==> config.mk <==
export PLATFORM = sky130hd
export DESIGN_NAME = exc_commit
export DESIGN_NICKNAME = d
export VERILOG_FILES = /design/src/rtl/exc_commit.sv
export SDC_FILE = /design/constraint.sdc
export NUM_CORES = 1
export LEC_CHECK = 0
export CORE_MARGIN = 8
export CORE_UTILIZATION = 40
export CTS_BUF_LIST = sky130_fd_sc_hd__clkbuf_8
export CTS_CLUSTER_SIZE = 24
export DETAILED_ROUTE_END_ITERATION = 6
export PLACE_DENSITY = 0.88
export SYNTH_ARGS = -nofsm -noshare
export SYNTH_HDL_FRONTEND = slang
export SYNTH_SLANG_ARGS = --single-unit
==> constraint.sdc <==
create_clock -name clk -period 7.75 [get_ports clk]
set_input_delay 2.325 -clock clk [delete_from_list [all_inputs] [get_ports clk]]
set_output_delay 2.325 -clock clk [all_outputs]
set_load 0.02 [all_outputs]
==> src/rtl/exc_commit.sv <==
// rtl/exc_commit.sv - commit-stage exception/interrupt/ERET arbiter
//
// Picks at most one event per cycle from the two committing slots:
// an interrupt, an exception or an ERET. Slot 0 is the older instruction.
// kill is combinational in the decision cycle. The exception/ERET record,
// redirect and flush are registered and appear one cycle later. The FSM then
// spends FLUSH_CYCLES cycles ignoring slot inputs.
//
// Ports:
//   clk, reset         clock, synchronous active-high reset
//   slot_*[1:0]        per-slot commit information (valid, pc, delay slot,
//                      exception flag/code/badvaddr, refill flag, eret)
//   status_*           CP0 Status IE/EXL/ERL/IM
//   cause_ip_sw        Cause.IP[1:0] software interrupts
//   epc                CP0 EPC, the ERET target
//   timer_interrupt    registered timer request, not synchronized
//   ext_int            asynchronous hardware interrupt lines
//   kill               per-slot writeback suppress, combinational
//   exc_*              registered exception record to CP0
//   eret               registered ERET pulse to CP0
//   redirect_valid/pc  registered front-end redirect
//   flush              registered pipeline flush
//   ip_hw              Cause.IP[7:2] value for CP0
module exc_commit #(
    parameter logic [31:0] EXC_VECTOR    = 32'hBFC0_0380,
    parameter logic [31:0] REFILL_VECTOR = 32'hBFC0_0200,
    parameter int unsigned FLUSH_CYCLES  = 2
) (
    input  logic             clk,
    input  logic             reset,
    input  logic [1:0]       slot_valid,
    input  logic [1:0][31:0] slot_pc,
    input  logic [1:0]       slot_in_ds,
    input  logic [1:0]       slot_exc,
    input  logic [1:0][4:0]  slot_code,
    input  logic [1:0][31:0] slot_badvaddr,
    input  logic [1:0]       slot_refill,
    input  logic [1:0]       slot_eret,
    input  logic             status_ie,
    input  logic             status_exl,
    input  logic             status_erl,
    input  logic [7:0]       status_im,
    input  logic [1:0]       cause_ip_sw,
    input  logic [31:0]      epc,
    input  logic             timer_interrupt,
    input  logic [5:0]       ext_int,
    output logic [1:0]       kill,
    output logic             exc_valid,
    output logic [4:0]       exc_code,
    output logic [31:0]      exc_pc,
    output logic             exc_in_ds,
    output logic [31:0]      exc_badvaddr,
    output logic             eret,
    output logic             redirect_valid,
    output logic [31:0]      redirect_pc,
    output logic             flush,
    output logic [5:0]       ip_hw
);

    typedef enum logic {
        ST_IDLE,
        ST_FLUSH
    } state_t;

    localparam logic [2:0] FLUSH_LOAD = 3'(FLUSH_CYCLES - 1);

    state_t      state;
    state_t      state_nxt;
    logic [2:0]  cnt;
    logic [2:0]  cnt_nxt;
    logic [5:0]  int_m;
    logic [5:0]  int_s;
    logic        int_req;

    logic        ev;
    logic        ev_int;
    logic        ev_eret;
    logic        ev_slot;
    logic [4:0]  sel_code;
    logic [31:0] sel_badvaddr;
    logic        refill_hit;
    logic [31:0] target;

    // Timer shares IP7 with ext_int[5] and is already registered in CP0.
    assign ip_hw   = {int_s[5] | timer_interrupt, int_s[4:0]};
    assign int_req = status_ie & ~status_exl & ~status_erl &
                     (|({ip_hw, cause_ip_sw} & status_im));

    // Event selection, kill and next-state.
    always_comb begin
        ev        = 1'b0;
        ev_int    = 1'b0;
        ev_eret   = 1'b0;
        ev_slot   = 1'b0;
        kill      = 2'b00;
        state_nxt = state;
        cnt_nxt   = cnt;

        if (state == ST_IDLE) begin
            if (int_req && (|slot_valid)) begin
                // Interrupt is charged to the oldest valid instruction.
                ev      = 1'b1;
                ev_int  = 1'b1;
                ev_slot = ~slot_valid[0];
            end else if (slot_valid[0] && slot_exc[0]) begin
                ev      = 1'b1;
            end else if (slot_valid[0] && slot_eret[0]) begin
                ev      = 1'b1;
                ev_eret = 1'b1;
            end else if (slot_valid[1] && slot_exc[1]) begin
                ev      = 1'b1;
                ev_slot = 1'b1;
            end else if (slot_valid[1] && slot_eret[1]) begin
                ev      = 1'b1;
                ev_eret = 1'b1;
                ev_slot = 1'b1;
            end

            if (ev) begin
                // Slot 1 events let the older slot 0 retire.
                kill      = ev_slot ? 2'b10 : 2'b11;
                state_nxt = ST_FLUSH;
                cnt_nxt   = FLUSH_LOAD;
            end
        end else begin
            kill = slot_valid;
            if (cnt == 3'd0) begin
                state_nxt = ST_IDLE;
            end else begin
                cnt_nxt = cnt - 3'd1;
            end
        end
    end

    // Record contents for the selected slot.
    always_comb begin
        sel_code     = ev_int ? 5'd0 : slot_code[ev_slot];
        sel_badvaddr = ev_int ? 32'd0 : slot_badvaddr[ev_slot];
        // Refill vector only for a TLB miss with no matching entry taken
        // outside exception level.
        refill_hit   = ~ev_int & ~status_exl & slot_refill[ev_slot] &
                       ((sel_code == 5'd2) || (sel_code == 5'd3));
        if (ev_eret) begin
            target = epc;
        end else if (refill_hit) begin
            target = REFILL_VECTOR;
        end else begin
            target = EXC_VECTOR;
        end
    end

    always_ff @(posedge clk) begin
        if (reset) begin
            state <= ST_IDLE;
            cnt   <= 3'd0;
            int_m <= 6'd0;
            int_s <= 6'd0;
        end else begin
            state <= state_nxt;
            cnt   <= cnt_nxt;
            int_m <= ext_int;
            int_s <= int_m;
        end
    end

    // Registered record: one-cycle pulse; fields read zero when not valid.
    always_ff @(posedge clk) begin
        if (reset) begin
            exc_valid      <= 1'b0;
            exc_code       <= 5'd0;
            exc_pc         <= 32'd0;
            exc_in_ds      <= 1'b0;
            exc_badvaddr   <= 32'd0;
            eret           <= 1'b0;
            redirect_valid <= 1'b0;
            redirect_pc    <= 32'd0;
            flush          <= 1'b0;
        end else begin
            exc_valid      <= ev & ~ev_eret;
            exc_code       <= (ev && !ev_eret) ? sel_code : 5'd0;
            exc_pc         <= (ev && !ev_eret) ? slot_pc[ev_slot] : 32'd0;
            exc_in_ds      <= ev & ~ev_eret & slot_in_ds[ev_slot];
            exc_badvaddr   <= (ev && !ev_eret) ? sel_badvaddr : 32'd0;
            eret           <= ev & ev_eret;
            redirect_valid <= ev;
            redirect_pc    <= ev ? target : 32'd0;
            flush          <= ev;
        end
    end

endmodule

-- Word-level counts from Yosys, hierarchy flattened
Cells that the tools add are included.
- bits in registers: 121
- bits of input ports: 202
- logic and storage cells: 92
- add/subtract/negate cells: 1
- magnitude comparators: 1
- eq/ne operators: 3
- multiplexer cells: 41
- bitwise operators: 18
- reduce and logical (&&, ||, !) cells: 16
- operators with widths (kind ; number):
    32-bit 2-to-1 mux ; 5
    1-bit 2-to-1 mux ; 27
    5-bit 2-to-1 mux ; 3
    5-bit by 2-bit == test with 1-bit output, second input constant ; 2
    1-bit bitwise AND ; 9
    3-bit 2-to-1 mux ; 3
    9-bit 2-to-1 mux ; 1
    8-bit bitwise AND ; 1
    8-bit OR reduction ; 1
    1-bit NOT ; 7
    1-bit logical AND ; 6
    2-bit OR reduction ; 3
    2-bit 2-to-1 mux ; 2
    3-bit zero test ; 1
    3-bit OR reduction ; 1
    3-bit by 1-bit subtractor with 3-bit output, second input constant ; 1
    1-bit by 2-bit less-than comparator with 1-bit output, second input constant ; 1
    2-bit inequality test, second input constant ; 1
    2-bit AND reduction ; 1
    2-bit nonzero test ; 1
    1-bit zero test ; 1
    1-bit logical OR ; 1
    1-bit OR ; 1

-- Depth between registers and ports, before layout
- word-level depth: 16
- depth in mapped cells: 7
- mapped depth without buffers: 6

-- Worst setup path after synthesis
OpenSTA, ideal clock, no wires.
- path type: input port to output port
- from: input port status_im[2]
- to: output port kill[0]
- arrival: 3.938 ns
- slack: 1.487 ns
- stages: 7
- buffers on the path: 2
- cells stage by stage: a222oi_1 inv_2 o21ai_1 buf_4 buf_2 o21ai_1 a21oi_1
- word-level cells in the longest chain between the ends: 9
- elaborated cells between the ends (all ways): 11
- classes of those cells: mux (7); bitwise (2); reduce/logical (2)
- RTL lines (element ; RTL line ; source):
    start, declared ; 42 ; input logic [7:0] status_im,
    8-bit bitwise AND (*) ; 87 ; (|({ip_hw, cause_ip_sw} & status_im));
    8-bit OR reduction (*) ; 87 ;
    1-bit bitwise AND (*) ; 86 ; assign int_req = status_ie & ~status_exl & ~status_erl &
    1-bit logical AND (*) ; 100 ; if (int_req && (|slot_valid)) begin
    1-bit 2-to-1 mux ; 100 ;
    1-bit 2-to-1 mux ; 99 ; if (state == ST_IDLE) begin
    1-bit 2-to-1 mux ; 121 ; kill = ev_slot ? 2'b10 : 2'b11;
    2-bit 2-to-1 mux (*) ; 119 ; if (ev) begin
    2-bit 2-to-1 mux (*) ; 99 ;
    end, declared ; 47 ; output logic [1:0] kill,
Every way passes the cells marked *; elsewhere a longest branch is shown, timed or not. The select of a mux whose other input is x is not followed.

-- Worst setup path after layout
- from: input port status_exl
- to: output port kill[0]
- word-level cells in the longest chain between the ends: 10
- elaborated cells between the ends (all ways): 12
- classes of those cells: mux (7); bitwise (4); reduce/logical (1)
- RTL lines (element ; RTL line ; source):
    start, declared ; 40 ; input logic status_exl,
    1-bit NOT (*) ; 86 ;
    1-bit bitwise AND (*) (3 in a row) ; 86 ;
    1-bit logical AND (*) ; 100 ;
    1-bit 2-to-1 mux ; 100 ;
    1-bit 2-to-1 mux ; 99 ;
    1-bit 2-to-1 mux ; 121 ;
    2-bit 2-to-1 mux (*) ; 119 ;
    2-bit 2-to-1 mux (*) ; 99 ;
Marks and branches as above.

==> qor.txt <==
Startpoint types - input pin
Crit. End Element - output pin
Period minus WS final - 6.97 ns
Top post-synthesis cells by area - dfxtp_1, o211ai_1, o31ai_1
Tot Pwr - 0.00161 W
Hold buffer count at CTS - 0
Post-DP HPWL - 15100 µm
Post-Syn Area - 0.00479 mm²
Fmax - 143 MHz
Die X - 125 µm
Max-slew violation count - 0
Setup Viol. Count Final - 0
Fin nets - 989
Critical Path RT - 5.43 ns
Routed length on met1 - 7900 µm
Area leader, netlist - dfxtp_1
ANT nets after route - 0
VDD IR-drop max - 0.103 mV
R2r startpoint - state
Max-cap viol count - 0
Worst Path Buf+Inv - 2
Detail Route met3 WL - 1800 µm
GRT Total Usage - 25.7%
Inserted Diodes - 0
Worst Path Max Fanout - 6
Post-route setup TNS - 0 ns
Critical path's most frequent cell - clkdlybuf4s50_1
Initial DRC Count - 524
Clk buf depth - 2
Initial antenna violation count - 1
Crit-path cells - clkdlybuf4s50_1 -> nor3b_1 -> o21a_1 -> o21ai_2 -> a21o_1 -> a21oi_1 -> clkdlybuf4s50_1
Hold/Removal Path Class - flop to flop
Top Family by Delay on Critical Path - buffers and inverters
Syn nets - 707
Clk pin slew, worst setup/hold paths - 0.07 ns
Pre-antenna DRT Iters - 5
Routed WL - 20900 µm
Setup Buffers After CTS - 0
Number of global-route vias before repair - 5516
CTS Root Cell - clkbuf_8
FF-to-FF path depth - 5
Finished Cell Area - 0.00837 mm²
Netlist cell types - 42
Synthesized flop and latch total - 121
Post-cts sizing count - 0
DR top layer - met5
First-pass GRT wire length - 31800 µm
Hold EP - int_s[4]
Chip Height - 125 µm
Share of cells above drive strength 1 - 6.77%
P&R area growth vs syn - 74.7%
Number of remaining DRC errors - 0
I/O pin total - 316
Buffers on Ports - 315
GRT overflow - 0
Cell Rows - 40
TritonCTS clock tree - done
Core area - 0.0119 mm²
Pin count of the biggest net entering global routing - 75
Critical Path Max Stage Delay - 0.68 ns
Crit Reg-Reg Endpoint - exc_pc[19]
Pwr Density - 193 mW/mm²
Critical path arrival - 4.65 ns
Seq/Total Area, Yosys - 50.5%
RSZ-0062 raised after global routing - false
Gp weighted congestion - 0.915
Syn avg cell area - 9.53 µm²
Kind of critical path - input pin to output pin
Area post-placement - 0.00797 mm²
Hold Startpoint - int_m[4]
Hold depth - 1
Starting Density - 40.4%
Fin crit share - 90.0%
TritonCTS buffer count - 17
Leak - 3.13 nW
Met2 WL - 10600 µm
Routed wire per std cell - 22.1 µm
Syn. warnings - 0
Cell count after synthesis - 503
FF-to-FF setup slack - 5.07 ns
Least-Margin Pin Slew - 1.11 ns
Via Count - 5340
Status - completed
Headroom to the max-slew limit - 25.7%
Sink Count - 121
Slowest cell on crit path - clkdlybuf4s50_1
Vias per std cell - 5.65
Clock Skew - 0.0131 ns
Worst skew pair latency - 0.42 ns
Final hold viol count - 0
Synth top area share - 50.5%
H-tree depth - 4
Die area - 0.0157 mm²
## cell families after synthesis
| logic type | share of synthesized area (%) |
|---|---|
| buffers and inverters | 6.37 |
| adder cells (fa/ha/maj) | 0.522 |
| AO/OA/AOI/OAI | 34.6 |
| AND/OR/NAND/NOR | 7.81 |
| flip-flops | 50.5 |
| XOR/XNOR | 0.183 |
## synthesized netlist by cell type (all sizes together)
| cell | count |
|---|---|
| o2bb2ai | 2 |
| and4 | 1 |
| clkbuf | 36 |
| xnor2 | 1 |
| a222oi | 1 |
| or4 | 1 |
| o31a | 1 |
| nand3 | 2 |
| dfxtp | 121 |
| and2 | 20 |
| o21ai | 15 |
| and3 | 2 |
| a21o | 1 |
| nor3b | 1 |
| or3 | 1 |
| nand4 | 1 |
| ha | 2 |
| o31ai | 66 |
| and4bb | 1 |
| or2 | 2 |
| a211o | 1 |
| buf | 26 |
| nor3 | 2 |
| nor2b | 13 |
| o32ai | 1 |
| nor4 | 2 |
| o211ai | 66 |
| a21boi | 4 |
| nand2 | 8 |
| a21oi | 76 |
| inv | 6 |
| o211a | 1 |
| nor2 | 3 |
| a22oi | 3 |
| o21a | 11 |
| nand3b | 2 |
## metrics by stage
stage / std cells / utilization, % / setup slack, ns / hold slack, ns
3_5_place_dp: 912 / 67.2 / 0.851 / 0.425
3_3_place_gp: 912 / 67.2 / 0.872 / 0.420
4_1_cts: 944 / 70.5 / 0.809 / 0.436
6_report: 945 / 70.6 / 0.776 / 0.440
2_1_floorplan: 503 / - / 1.49 / 0.414
5_1_grt: 945 / 70.6 / 0.691 / 0.457
## layer usage
layer	global-route usage [%]	up-vias
met5	0	-
met4	9.31	2
met3	9.01	36
met2	44.9	309
met1	28.1	2543
li1	-	2450
## how the worst max path moves through the flow
stage / from / end / slack, ns / depth (start not counted)
5_1_grt: status_exl / kill[0] / 0.69 / 7
3_5_place_dp: status_exl / kill[0] / 0.85 / 7
6_report: status_exl / kill[0] / 0.78 / 7
3_3_place_gp: status_exl / kill[0] / 0.87 / 7
2_1_floorplan: status_im[2] / kill[0] / 1.49 / 7
4_1_cts: status_exl / kill[0] / 0.81 / 7
## registers in the layout, indices dropped and copies added (netlist names), 3 cells and up
signal / flops
int_m: 6
cnt: 3
exc_badvaddr: 32
exc_pc: 32
exc_code: 5
redirect_pc: 32
int_s: 6
## layout by cell type (no fill, tap or decap), types with 3 or more instances in the layout
cell and count:
clkdlybuf4s50_1 315, dfxtp_1 121, a21oi_1 74, o211ai_1 66
o31ai_1 66, and2_1 20, clkbuf_8 18, nor2b_1 13
o21a_1 11, buf_4 9, nand2_1 8, o21ai_0 8
inv_1 5, o21ai_1 5, clkinvlp_4 5, a22oi_1 3
a21boi_0 3, clkinv_2 3
## layout make-up
class                      instances  area (µm²)
clock buffer                      18         248
clock inverter                    14         148
fill                             871        3490
inverter                           6        22.5
multi-input combinational        314        2120
sequential                       121        2420
tap                              147         184
timing repair buffer             325        3230
## where the power goes
part	leakage (nW)	total [W]	switching, W	internal [W]
clock	0.187	0.000559	0.000264	0.000295
sequential	0.990	0.000675	0.0000135	0.000661
combinational	1.95	0.000381	0.000178	0.000202
(Power assumes the default switching activity.)
